<file path="src/rtl/idct_transpose_buf.sv">
// rtl/idct_transpose_buf.sv - ping-pong 8x8 transpose buffer between row and column IDCT passes
// Rows are written into one bank while the other bank is read out column by column.
module idct_transpose_buf #(
   parameter int W = 9,
   parameter int N = 8
) (
   input  logic           clk,
   input  logic           rst_n,
   input  logic           row_valid,
   output logic           row_ready,
   input  logic [N*W-1:0] row_in,
   output logic           col_valid,
   input  logic           col_ready,
   output logic [N*W-1:0] col_out,
   output logic           col_last,
   output logic [1:0]     blocks_buffered
);

   logic [W-1:0] mem [2][N][N];

   logic       wb;
   logic       rb;
   logic [2:0] wr_cnt;
   logic [2:0] rd_cnt;
   logic [1:0] full;
   logic [1:0] full_nxt;
   logic       wr_en;
   logic       rd_en;

   assign row_ready       = !full[wb];
   assign col_valid       = full[rb];
   assign wr_en           = row_valid && row_ready;
   assign rd_en           = col_valid && col_ready;
   assign col_last        = col_valid && (rd_cnt == 3'd7);
   assign blocks_buffered = {1'b0, full[0]} + {1'b0, full[1]};

   // Storage is deliberately not reset; the full flags alone decide what is readable.
   always_ff @(posedge clk) begin
      if (wr_en) begin
         for (int c = 0; c < N; c++) begin
            mem[wb][wr_cnt][c] <= row_in[(N-1-c)*W +: W];
         end
      end
   end

   // Set and clear always target different banks, so both may apply in one cycle.
   always_comb begin
      full_nxt = full;
      if (wr_en && (wr_cnt == 3'd7)) begin
         full_nxt[wb] = 1'b1;
      end
      if (rd_en && (rd_cnt == 3'd7)) begin
         full_nxt[rb] = 1'b0;
      end
   end

   always_ff @(posedge clk or negedge rst_n) begin
      if (!rst_n) begin
         wb     <= 1'b0;
         rb     <= 1'b0;
         wr_cnt <= 3'd0;
         rd_cnt <= 3'd0;
         full   <= 2'b00;
      end else begin
         if (wr_en) begin
            wr_cnt <= wr_cnt + 3'd1;
            if (wr_cnt == 3'd7) begin
               wb <= ~wb;
            end
         end
         if (rd_en) begin
            rd_cnt <= rd_cnt + 3'd1;
            if (rd_cnt == 3'd7) begin
               rb <= ~rb;
            end
         end
         full <= full_nxt;
      end
   end

   always_comb begin
      col_out = '0;
      if (col_valid) begin
         for (int r = 0; r < N; r++) begin
            col_out[(N-1-r)*W +: W] = mem[rb][r][rd_cnt];
         end
      end
   end

endmodule

</file>
<file path="config.mk">
export PLATFORM = sky130hd
export DESIGN_NAME = idct_transpose_buf
export DESIGN_NICKNAME = d
export VERILOG_FILES = /design/src/rtl/idct_transpose_buf.sv
export SDC_FILE = /design/constraint.sdc
export NUM_CORES = 1
export LEC_CHECK = 0
export BUFFER_PORTS_ARGS = -buffer_cell sky130_fd_sc_hd__buf_2
export CAP_MARGIN = 20
export CORE_MARGIN = 8
export CORE_UTILIZATION = 35
export DETAILED_ROUTE_END_ITERATION = 10
export HOLD_SLACK_MARGIN = 0.1
export SYNTH_ARGS = -nofsm -noshare
export SYNTH_HDL_FRONTEND = slang
export SYNTH_SLANG_ARGS = --single-unit
</file>
<file path="constraint.sdc">
create_clock -name clk -period 7.89 [get_ports clk]
set_clock_uncertainty 0.15 [all_clocks]
set_input_delay 0 -clock clk [delete_from_list [all_inputs] [get_ports clk]]
set_output_delay 0 -clock clk [all_outputs]
set_load 0.05 [all_outputs]
</file>
==> reports/metrics.yaml <==
critical_path:
  cpPeakStageDelay_ns: 0.96
  start_kind: "register"
  arrival_ns: 4.67
  r2r_start: "wb$_DFFE_PN0N_"
  path_buf_inv: 3
  r2r_end: "mem[0][474]$_DFFE_PP_"
  rr_worst_depth: 6
  cp-end-kind: "output port"
  cpLargestDelayFamily: "buffers and inverters"
  rrSetupSlack_ns: 3.82
  critPathKind: "reg2out"
  cp_max_fo: 98
  cp_num_cells: 6
  crit_chain: "buf_12 -> buf_4 -> mux4_2 -> a22oi_1 -> o21ai_1 -> buf_2"
  critPathSlowestCell: "dfrtp_4"
  cp.required_ns: 7.74
final_layout:
  final_common_cell: "edfxtp_1"
  drive_above_1_share: 0.235
  final_cell_mix: "edfxtp_1, nand2_1, mux4_2"
  fin_util: 0.398
  fill_cells: 12800
  fin_nets: 3055
  area_growth_syn_to_layout_pct: 13.2
route:
  drtIter0Drc: 2620
  dr.pass1.iters: 5
  detail_route.wl_per_cell_um: 28.5
  via_count: 27100
  drc_errors: 0
  viasPerCell: 5.45
  drtAntennaViolNets: 0
  wl_um: 142000
logic_synthesis:
  syn_avg_cell_area_um2: 17.5
  synthesis.area_um2: 49600
  syn_inst: 2829
  ys_async_sr_fraction: 0.00861
  synth_nets: 2910
  ys_ff_latch: 1162
  ys_warn_count: 0
  synth.yosys.seq_area_share: 0.703
  post_synth_num_cell_types: 38
  synthFlopType: "edfxtp_1"
  synth_edf_count: 1152
hold_path:
  hold_depth: 4
  hold_end: "rb$_DFFE_PN0P_"
  hold_path.class: "in2reg"
  hold_path_startpoint: "col_ready"
run:
  drv_cap: 0
timing:
  clock.fmax_mhz: 208
  slew_viol_final: 0
  fin_crit_sh: 0.610
  tightest_slew_ns: 1.13
  layout_setup_ws_ns: 3.07
  setup_tns_ns: 0
  rsz0062_at_grt: "no"
  hold_violations: 0
  finalSetupViolCount: 0
  max_slew_margin: 0.246
  period_minus_slack_ns: 4.82
placed_design:
  hpwl_um: 81000
  port_buffers: 152
  pre_cts_ws_ns: 3.49
  routabilityCongestion: 0.763
power:
  netSwitchingFraction: 0.358
  p_int_uw: 13000
  peakVddDrop_v: 0.000367
  seq_power_share: 0.386
  comb_power_share: 0.345
  leakagePower_uw: 0.0195
  p_per_area_nw_per_um2: 360
  p_sw_uw: 7210
  pwr-share-clk: 0.269
global_routing:
  track_usage: 0.180
  grt_pass1_vias: 27500
  grt_overflow: 0
  antenna_found_initial: 8
  grt_start_max_net_pins: 126
  grt_pass1_wl_um: 200000
die:
  fp.dieArea_um2: 154000
  start_util: 0.351
  rows: 138
  die_h_um: 392
  die_w_um: 392
  ios: 153
  coreArea_um2: 141000
cts:
  cts_resized: 0
  cts.reportedPaths.clkPinSlew_ns: 0.06
  root_buffer: "clkbuf_16"
  cts.sinks: 1162
  cts_tree: "built"
  cts_buffers: 117
  insertion_delay_ns: 0.71
  cts_buffer_depth: 3
  cts_htree_levels: 3
outcome:
  outcome: "finished clean"
registers in the layout, indices dropped and copies added (netlist names):
| name | count |
|---|---|
| wb | 1 |
| rb | 1 |
| wr_cnt | 3 |
| mem | 1152 |
| full | 2 |
| rd_cnt | 3 |
area by class of cell:
cell class,instances,area (um2),area share
flip-flops and latches,1162,34900,0.621
multi-input cells,1406,13200,0.235
clock buffers,141,3070,0.0547
well taps,1890,2360,0.0422
repair buffers,283,1980,0.0353
clock inverters,72,632,0.0113
inverters,4,15.0,0.000268
diodes,6,15.0,0.000268
layer usage:
| layer | vias up | share of wire | global-route usage |
|---|---|---|---|
| li1 | 11400 | - | - |
| met1 | 14400 | 0.40 | 0.236 |
| met2 | 1124 | 0.49 | 0.305 |
| met3 | 212 | 0.078 | 0.0336 |
| met4 | 6 | 0.032 | 0.0586 |
| met5 | - | 0.00025 | 0 |
power by group through the flow:
| stage | clock [uW] | combinational, uW | sequential [uW] |
|---|---|---|---|
| 2_1_floorplan | 0 | 5160 | 7740 |
| 3_3_place_gp | 0 | 7020 | 7900 |
| 3_5_place_dp | 0 | 7060 | 7920 |
| 4_1_cts | 5510 | 7090 | 7790 |
| 5_1_grt | 5740 | 7390 | 7830 |
| 6_report | 5430 | 6970 | 7780 |
through the flow:
step / instances / hold WS (ns) / instance area (um2) / power [uW]
floorplan: 2829 / -0.446 / 49600 / 12900
global placement: 4666 / -0.251 / 51600 / 14900
detailed placement: 4666 / -0.246 / 51600 / 15000
CTS: 4958 / 0.111 / 56100 / 20400
global route: 4959 / 0.179 / 56100 / 21000
finish: 4964 / 0.173 / 56100 / 20200
logic make-up (layout without fill, tap and decap cells):
group | Yosys count | after routing | synth area share
adders and majority gates | 5 | 5 | 0.00126
other | 0 | 6 | 0
muxes | 381 | 381 | 0.149
buffers and inverters | 261 | 500 | 0.0340
and+or+nand+nor | 624 | 624 | 0.0566
AOI/OAI and AO/OA | 393 | 393 | 0.0560
DFF | 1162 | 1162 | 0.703
xor gates and xnor gates | 3 | 3 | 0.000530
worst max-delay path by stage:
stage / startpoint / to / slack [ns]
after floorplan: wb$_DFFE_PN0N_ / mem[0][432]$_DFFE_PP_ / 2.46
after global placement: rb$_DFFE_PN0P_ / col_out[4] / 3.44
after detailed placement: rb$_DFFE_PN0P_ / col_out[4] / 3.49
after CTS: rb$_DFFE_PN0P_ / col_out[4] / 2.72
after global routing: rb$_DFFE_PN0P_ / col_out[4] / 2.53
final: rb$_DFFE_PN0P_ / col_out[4] / 3.07
cell usage after synthesis (2+ instances only):
master / number / area, um2
buf_1: 19 / 71.3
o21ai_1: 57 / 285
and4_1: 2 / 17.5
nor2b_1: 42 / 263
xnor2_1: 3 / 26.3
a211oi_1: 2 / 15.0
clkbuf_1: 64 / 240
inv_2: 4 / 15.0
mux2_2: 8 / 90.1
buf_4: 82 / 616
mux4_2: 284 / 6400
ha_1: 5 / 62.6
nor4_4: 4 / 85.1
a31oi_1: 2 / 12.5
o22ai_1: 17 / 106
and2_1: 9 / 56.3
edfxtp_1: 1152 / 34600
a21o_1: 252 / 1890
nand2b_1: 5 / 31.3
buf_6: 45 / 507
or4_1: 3 / 22.5
dfrtp_1: 10 / 250
o21ai_0: 2 / 10.0
mux2i_1: 88 / 881
nor4_2: 2 / 25.0
nand2_4: 27 / 304
buf_2: 47 / 235
a21oi_1: 2 / 10.0
a211o_1: 2 / 17.5
nor2_1: 6 / 22.5
a22oi_1: 57 / 428
nand2_1: 519 / 1950
what timing repair did:
item / 4_1_cts / 5_1_grt
hold buffers: 79 / 0
hold endpoints to repair: 1240 / 0
buffers inserted: 0 / 0
tightest hold or removal path, stage by stage:
cell	delay (ns)
dlygate4sd3_1	0.55
buf_2	0.20
a31oi_1	0.18
a21oi_1	0.05
No activity file was read; power rests on OpenSTA's default activity.
